--- src/rtl/cpu_types_pkg.sv ---
// rtl/cpu_types_pkg.sv - shared CPU word, fetch FSM state and opcode definitions
`timescale 1ns/1ps
package cpu_types_pkg;

  typedef logic [31:0] word_t;

  typedef enum logic [1:0] {
    FETCH = 2'd0,
    HOLD  = 2'd1,
    HALT  = 2'd2
  } fetch_state_t;

  localparam logic [5:0] OP_HALT = 6'h3F;

  // Fetch addresses are always word aligned.
  function automatic word_t pc_align(input word_t a);
    return {a[31:2], 2'b00};
  endfunction

endpackage

--- src/rtl/fetch_stage.sv ---
// rtl/fetch_stage.sv - instruction fetch stage with PC, one-entry skid buffer and IF/ID register
`timescale 1ns/1ps
module fetch_stage
  import cpu_types_pkg::*;
#(
  parameter word_t PC_INIT = 32'h00000000
) (
  input  logic        CLK,
  input  logic        nRST,
  input  logic        ihit,
  input  logic [31:0] imemload,
  input  logic        stall,
  input  logic        redirect,
  input  logic [31:0] redirect_pc,
  input  logic        halt,
  output logic        imemREN,
  output logic [31:0] imemaddr,
  output logic [31:0] instr,
  output logic        instr_valid,
  output logic [31:0] npc,
  output logic        halted
);

  fetch_state_t state, state_n;
  word_t pc, pc_n, pc_inc;
  word_t instr_n, npc_n, skid, skid_n, skid_npc, skid_npc_n;
  logic  valid_n, halted_n;

  assign pc_inc   = pc + 32'd4;
  assign imemaddr = pc;

  always_ff @(posedge CLK or negedge nRST) begin
    if (!nRST) begin
      state       <= FETCH;
      pc          <= PC_INIT;
      instr       <= '0;
      npc         <= '0;
      skid        <= '0;
      skid_npc    <= '0;
      instr_valid <= 1'b0;
      halted      <= 1'b0;
    end else begin
      state       <= state_n;
      pc          <= pc_n;
      instr       <= instr_n;
      npc         <= npc_n;
      skid        <= skid_n;
      skid_npc    <= skid_npc_n;
      instr_valid <= valid_n;
      halted      <= halted_n;
    end
  end

  always_comb begin
    state_n    = state;
    pc_n       = pc;
    instr_n    = instr;
    npc_n      = npc;
    skid_n     = skid;
    skid_npc_n = skid_npc;
    valid_n    = instr_valid;
    halted_n   = halted;
    imemREN    = (state == FETCH);

    // Priority: halt > redirect > normal fetch/hold flow; HALT ignores everything.
    if (state != HALT) begin
      if (halt && instr_valid) begin
        state_n  = HALT;
        valid_n  = 1'b0;
        halted_n = 1'b1;
      end else if (redirect) begin
        state_n    = FETCH;
        pc_n       = pc_align(redirect_pc);
        valid_n    = 1'b0;
        skid_n     = '0;
        skid_npc_n = '0;
      end else if (state == FETCH) begin
        if (ihit && !stall) begin
          instr_n = imemload;
          npc_n   = pc_inc;
          valid_n = 1'b1;
          pc_n    = pc_inc;
        end else if (ihit && stall) begin
          skid_n     = imemload;
          skid_npc_n = pc_inc;
          pc_n       = pc_inc;
          state_n    = HOLD;
        end else if (!stall) begin
          valid_n = 1'b0;
        end
      end else if (!stall) begin
        instr_n = skid;
        npc_n   = skid_npc;
        valid_n = 1'b1;
        state_n = FETCH;
      end
    end
  end

endmodule

--- config.mk ---
export PLATFORM = sky130hd
export DESIGN_NAME = fetch_stage
export DESIGN_NICKNAME = d
export VERILOG_FILES = /design/src/rtl/cpu_types_pkg.sv /design/src/rtl/fetch_stage.sv
export SDC_FILE = /design/constraint.sdc
export NUM_CORES = 1
export LEC_CHECK = 0
export ABC_AREA = 1
export BUFFER_PORTS_ARGS = -buffer_cell sky130_fd_sc_hd__buf_2
export CORE_MARGIN = 5
export CORE_UTILIZATION = 55
export CTS_CLUSTER_SIZE = 28
export DETAILED_ROUTE_END_ITERATION = 10
export HOLD_SLACK_MARGIN = 0.15
export MAX_ROUTING_LAYER = met4
export PLACE_DENSITY = 0.84
export REMOVE_ABC_BUFFERS = 1
export SYNTH_ARGS = -nofsm -noshare
export SYNTH_HDL_FRONTEND = slang
export SYNTH_SLANG_ARGS = --single-unit
--- constraint.sdc ---
create_clock -name CLK -period 1.8 [get_ports CLK]
set_clock_uncertainty 0.1 [all_clocks]
set_input_delay 0.18 -clock CLK [delete_from_list [all_inputs] [get_ports CLK]]
set_output_delay 0.18 -clock CLK [all_outputs]
set_load 0.01 [all_outputs]
# Yosys cells after proc, flatten, opt, wreduce, memory -nomap -nowiden
# Index checks and enable logic that the tools add are counted.
# W data, S select, Z words.
[classes] n_addsub=1 eq_ne=9 muxes=30 n_bitwise=2 n_reduce_logical=14
[op_table] cell="$mux W32" count=17
[op_table] cell="$add A32 B3 Y32 const B" count=1
[op_table] cell="$mux W2" count=6
[op_table] cell="$reduce_and A4 Y1" count=3
[op_table] cell="$reduce_and A5 Y1" count=2
[op_table] cell="$mux W1" count=7
[op_table] cell="$ne A5 B1 Y1 const B" count=1
[op_table] cell="$ne A5 B5 Y1 const B" count=1
[op_table] cell="$ne A2 B1 Y1 const B" count=2
[op_table] cell="$ne A2 B2 Y1 const B" count=2
[op_table] cell="$ne A4 B1 Y1 const B" count=1
[op_table] cell="$ne A4 B2 Y1 const B" count=1
[op_table] cell="$ne A4 B4 Y1 const B" count=1
[op_table] cell="$reduce_bool A2 Y1" count=2
[op_table] cell="$logic_and A1 B1 Y1" count=3
[op_table] cell="$reduce_bool A3 Y1" count=1
[op_table] cell="$logic_not A2 Y1" count=1
[op_table] cell="$not A1 Y1" count=2
[op_table] cell="$reduce_and A2 Y1" count=1
[op_table] cell="$logic_not A1 Y1" count=1
[totals] reg_bits=164 inputBits=70 out_inout_bits=99 elab_cells=64

# Depth between registers and ports, before layout
[logic_depth] depth_word=6 mapped_depth=10 mapped_depth_nobuf=10

# Worst setup path after synthesis
# No wires, ideal clock.
[synth_timing] path_type="reg-to-reg" startpoint="register pc[3] (netlist: imemaddr[3])" endpoint="register npc[22]" setup_time_ns=0.120 t_arrival_ns=1.463 t_required_ns=1.580 setup_slack_ns=0.117 path_stages_with_launch=11 n_path_buf=0 period_less_slack_ns=1.683 cell_sequence="dfrtp_1 ha_1 nand2_2 nor2_4 nand2_4 nor2_8 nand2_1 nand2_1 nand2_1 o21ai_1 nand2_1"
[synth_via] elab_chain_len=3
[synth_rtl] item="start, declared" line="fetch_stage.sv:25" rtl="word_t pc, pc_n, pc_inc;"
[synth_rtl] item="start signal, assigned" line="fetch_stage.sv:44" rtl="pc <= pc_n;"
[synth_rtl] item="$add A32 B3 Y32" line="fetch_stage.sv:29" rtl="assign pc_inc = pc + 32'd4;"
[synth_rtl] item="$mux W32" line="fetch_stage.sv:78" rtl="if (ihit && !stall) begin"
[synth_rtl] item="$mux W32" line="fetch_stage.sv:77" rtl="end else if (state == FETCH) begin"
[synth_rtl] item="end signal, assigned" line="fetch_stage.sv:46" rtl="npc <= npc_n;"
[synth_rtl] item="end, declared" line="fetch_stage.sv:20" rtl="output logic [31:0] npc,"
# Every way passes these cells. The select of a mux whose other input is x is not followed.
# A chain may end at the register's enable or synchronous reset.

# Worst setup path after layout
[layout_timing] startpoint="input redirect" endpoint="register pc[30] (netlist: imemaddr[30])"
[layout_via] elab_chain_len=2 word_cells_on_any_way=4 cone_classes="mux: 1; reduce/logical: 3"
[layout_rtl] item="start, declared" line="fetch_stage.sv:13" rtl="input logic redirect,"
[layout_rtl] item="$reduce_bool A3 Y1 (no source line) or $reduce_bool A2 Y1 (tied branches)"
[layout_rtl] item="$reduce_and A4 Y1 (no source line)"
# Parallel ways exist; a longest one is shown, timed or not.

==> out/summary.txt <==
STA
------------------------------------------------------------------------------------------------------
Count of final max-slew check failures                                                               0
Timing-limited maximum frequency                                                             570.6 MHz
Worst setup margin                                                                          0.04756 ns
Post-Route Setup TNS                                                                              0 ns
Final Setup Violations                                                                               0
Final Hold Fails                                                                                     0
RSZ-0062 raised after global routing                                                               yes
Hold Slack                                                                                   0.1747 ns
Minimum period implied by the final worst setup slack                                         1.752 ns
Period utilisation layout                                                                       0.9736

FINAL LAYOUT
------------------------------------------------------------------------------------------------------
Core Util, Final                                                                                0.7501
Number of nets in the finished design                                                             1286
Count of inserted antenna diode cells                                                                0
Register cell area after layout                                                              4011 um^2
Fill count                                                                                         967
Layout overhead on the synthesized area                                                         32.67%
Non-Filler Instances                                                                              1407
Total area of multi-input combinational cells                                                3548 um^2
Fraction of layout instances using a drive strength above 1                                     0.2469

CRITICAL PATH
------------------------------------------------------------------------------------------------------
Path type of the worst setup path                                                            in -> reg
Cell with the largest stage delay on the worst path                                       sky130_fd_sc_hd__dlygate4sd3_1
Series of cell instances along the critical path                                          dlygate4sd3_1, buf_2, inv_2, o21ai_4, o211ai_4, buf_12, a21oi_1, a21oi_1
Most common cell on crit path                                                             sky130_fd_sc_hd__a21oi_1
Type of element capturing the critical path                                                       flop
Critical path startpoint category                                                         primary input
Crit path DAT                                                                                  1.96 ns
Flop2flop setup slack                                                                          0.07 ns
Max incr delay on CP                                                                           0.51 ns
End point of the critical path                                                            imemaddr[30]$_DFFE_PN0P_
Worst reg2reg path endpoint                                                               npc[31]$_DFFE_PN0P_
Path depth of the worst reg2reg path                                                                10
R2r startpoint                                                                            imemaddr[10]$_DFFE_PN0P_
Max Fanout on Critical Path                                                                         21
Launch point of the worst path                                                                redirect
Data required time of the worst path                                                           2.01 ns

YOSYS
------------------------------------------------------------------------------------------------------
Area share of the largest cell type after synthesis                                             0.5062
Top post-synthesis cells by area                                                          sky130_fd_sc_hd__dfrtp_1 (51%), sky130_fd_sc_hd__nand2_1 (15%), sky130_fd_sc_hd__nor2_1 (6.5%)
Yosys cell types                                                                                    38
Post-synthesis register bit count                                                                  160
Share of async-settable or async-resettable flops after synthesis                                1.000
Post-synth EDFFs                                                                                     0
Share of the yosys chip area belonging to registers                                             0.5062
Warnings, synthesis                                                                                  0
Dominant cell type by area after synthesis                                                sky130_fd_sc_hd__dfrtp_1
Synth Flop Type                                                                           sky130_fd_sc_hd__dfrtp_1
Post-Syn Area per Cell                                                                      8.062 um^2
Gate count after technology mapping                                                                981
Synth Cell Area                                                                              7909 um^2

GLOBAL ROUTE
------------------------------------------------------------------------------------------------------
Final global-route overflow total                                                                    0
Number of global-route vias before repair                                                         7842
Largest net degree at the start of global routing                                                   57
Antenna violations before repair                                                                     0
First-pass GRT wire length                                                                    37640 um
Global-route total usage across every layer                                                     0.2905

FLOORPLANNING
------------------------------------------------------------------------------------------------------
DIE HEIGHT                                                                                    129.9 um
Effective utilization at floorplan                                                              0.5654
Core area                                                                                   13990 um^2
Number of core rows                                                                                 43
Horizontal die dimension                                                                      129.9 um
IO Pins                                                                                            169
Total Die Area                                                                              16880 um^2

CLOCK NETWORK
------------------------------------------------------------------------------------------------------
Buffer depth of the longest clock path                                                               2
Clock tree from TritonCTS                                                                         done
Count of clock tree sinks                                                                          160
Skew-Pair Late Insertion Delay                                                                 0.42 ns
Root Buffer                                                                               sky130_fd_sc_hd__clkbuf_16
Num CTS Buffers                                                                                     17
Max H-tree Level                                                                                     4
Clock transition at the register clock pins on the worst setup and hold paths after CTS        0.06 ns

POWER AND IR DROP
------------------------------------------------------------------------------------------------------
Static Leak                                                                                0.005338 uW
Pwr/cell area                                                                             1797 nW/um^2
Largest voltage drop on the vdd net                                                            1033 uV

PLACE
------------------------------------------------------------------------------------------------------
Setup slack after placement                                                                 0.04168 ns
Quantity of I/O buffers inserted on ports                                                          164
Placed wire-length estimate                                                                   14330 um
# placed instances                                                                                1303
Weighted congestion at the end of routability-driven global placement                           0.9215

HOLD PATH
------------------------------------------------------------------------------------------------------
Tightest Hold Check Type                                                                   in -> async

ROUTE
------------------------------------------------------------------------------------------------------
Detailed Routing Iterations Pass 1                                                                   8
# DRC                                                                                                0
Post-detailed-route wirelength per cell                                                       16.57 um
Total Wirelength                                                                              23310 um
Routed vias                                                                                       7698
Post-route antenna net violation count                                                               0
DRC marker count from the first detailed-route iteration                                           768
Number of vias per cell                                                                          5.471

RUN STATUS
------------------------------------------------------------------------------------------------------
Run status                                                                                finished clean

RUN
------------------------------------------------------------------------------------------------------
Count of maximum capacitance violations                                                              0

==> report_power, final <==
group | leakage, uW | internal [uW] | total [uW] | switching [uW]
clock network | 0.000281 | 2140 | 3560 | 1430
logic | 0.00307 | 3410 | 8900 | 5480
registers | 0.00199 | 5270 | 6400 | 1130
total | 0.00534 | 10800 | 18900 | 8050
==> timing repair <==
action,in CTS,in global routing
pin swaps,0,14
gates cloned,1,0
endpoints found under the setup margin,1,41
hold buffers,67,0
resized for setup,0,36
setup buffers,0,5
endpoints found under the hold margin,258,0
==> stage by stage <==
step           area [um^2]  power [uW]
6_report             10490       18860
5_1_grt              10490       20220
4_1_cts              10360       18490
3_5_place_dp          9080       14560
3_3_place_gp          9080       14270
2_1_floorplan         7632       11180
==> state kept, by name, indices dropped and copies added, names as in the netlist <==
| register | count |
|---|---|
| halted | 1 |
| imemaddr | 30 |
| instr | 32 |
| instr_valid | 1 |
| npc | 31 |
| skid | 32 |
| skid_npc | 31 |
| state | 2 |
==> how the worst min path moves through the flow <==
stage | depth (start not counted) | from | endpoint
floorplan | 0 | nRST | halted$_DFFE_PN0P_
global route | 2 | nRST | instr[15]$_DFFE_PN0P_
global placement | 1 | nRST | instr[15]$_DFFE_PN0P_
detailed placement | 1 | nRST | instr[15]$_DFFE_PN0P_
CTS | 2 | nRST | instr[15]$_DFFE_PN0P_
finish | 2 | nRST | instr[15]$_DFFE_PN0P_
==> cell usage in the layout, fill, tap and decap left out, drive strengths merged <==
| master | count |
|---|---|
| xnor2 | 1 |
| bufbuf | 1 |
| xor2 | 11 |
| o21ai | 108 |
| and2 | 1 |
| o21a | 4 |
| nor3 | 1 |
| bufinv | 2 |
| nand3 | 21 |
| dlygate4sd3 | 67 |
| a2bb2oi | 1 |
| nor2 | 149 |
| clkinv | 5 |
| nand4 | 1 |
| a21boi | 14 |
| clkinvlp | 3 |
| a22oi | 5 |
| clkbuf | 21 |
| a21oi | 36 |
| o31ai | 37 |
| ha | 1 |
| inv | 43 |
| o211ai | 1 |
| nand2 | 322 |
| buf | 203 |
| or2 | 6 |
| conb | 2 |
| dfrtp | 160 |
==> synth_stat cells (7+ instances only) <==
cell type and n:
sky130_fd_sc_hd__nand2_1 308, sky130_fd_sc_hd__dfrtp_1 160, sky130_fd_sc_hd__nor2_1 138, sky130_fd_sc_hd__o21ai_0 63, sky130_fd_sc_hd__o21ai_1 41, sky130_fd_sc_hd__inv_1 39, sky130_fd_sc_hd__o31ai_1 37, sky130_fd_sc_hd__a21oi_1 35
sky130_fd_sc_hd__buf_2 23, sky130_fd_sc_hd__clkbuf_1 22, sky130_fd_sc_hd__nand3_1 19, sky130_fd_sc_hd__nand2_2 12, sky130_fd_sc_hd__a21boi_1 11, sky130_fd_sc_hd__buf_4 10, sky130_fd_sc_hd__nor2_4 7, sky130_fd_sc_hd__xor2_1 7
==> metal layers <==
metal / vias up / GRT usage / wire (um)
met2: 380 / 0.4801 / 11400
met1: 3605 / 0.3503 / 9257
met3: 81 / 0.05035 / 1861
met5: - / - / 0
li1: 3632 / - / -
met4: 0 / 0.1308 / 797
==> cell families (layout without fill, tap and decap cells) <==
group,after synthesis,after routing,synth area share
XOR/XNOR,12,12,0.01709
other,1,2,0.0004742
adder cells (fa/ha/maj),1,1,0.001582
AND/OR/NAND/NOR,501,501,0.2621
buffers and inverters,100,345,0.05585
AO/OA/AOI/OAI,206,206,0.1566
flip-flops,160,160,0.5062
==> worst max-delay path, delay by kind of cell <==
family          cells  cell delay [ns]
compound gates      4             0.73
buf+inv             4             1.03
==> layout make-up <==
| cell class | count | share of cell area |
|---|---|---|
| clock buffers | 21 | 0.04484 |
| clock inverters | 10 | 0.01061 |
| inverters | 43 | 0.01586 |
| multi-input cells | 722 | 0.3382 |
| flip-flops and latches | 160 | 0.3823 |
| well taps | 180 | 0.02146 |
| repair buffers | 271 | 0.1867 |
Note: power is estimated with default switching activity, not from simulation.
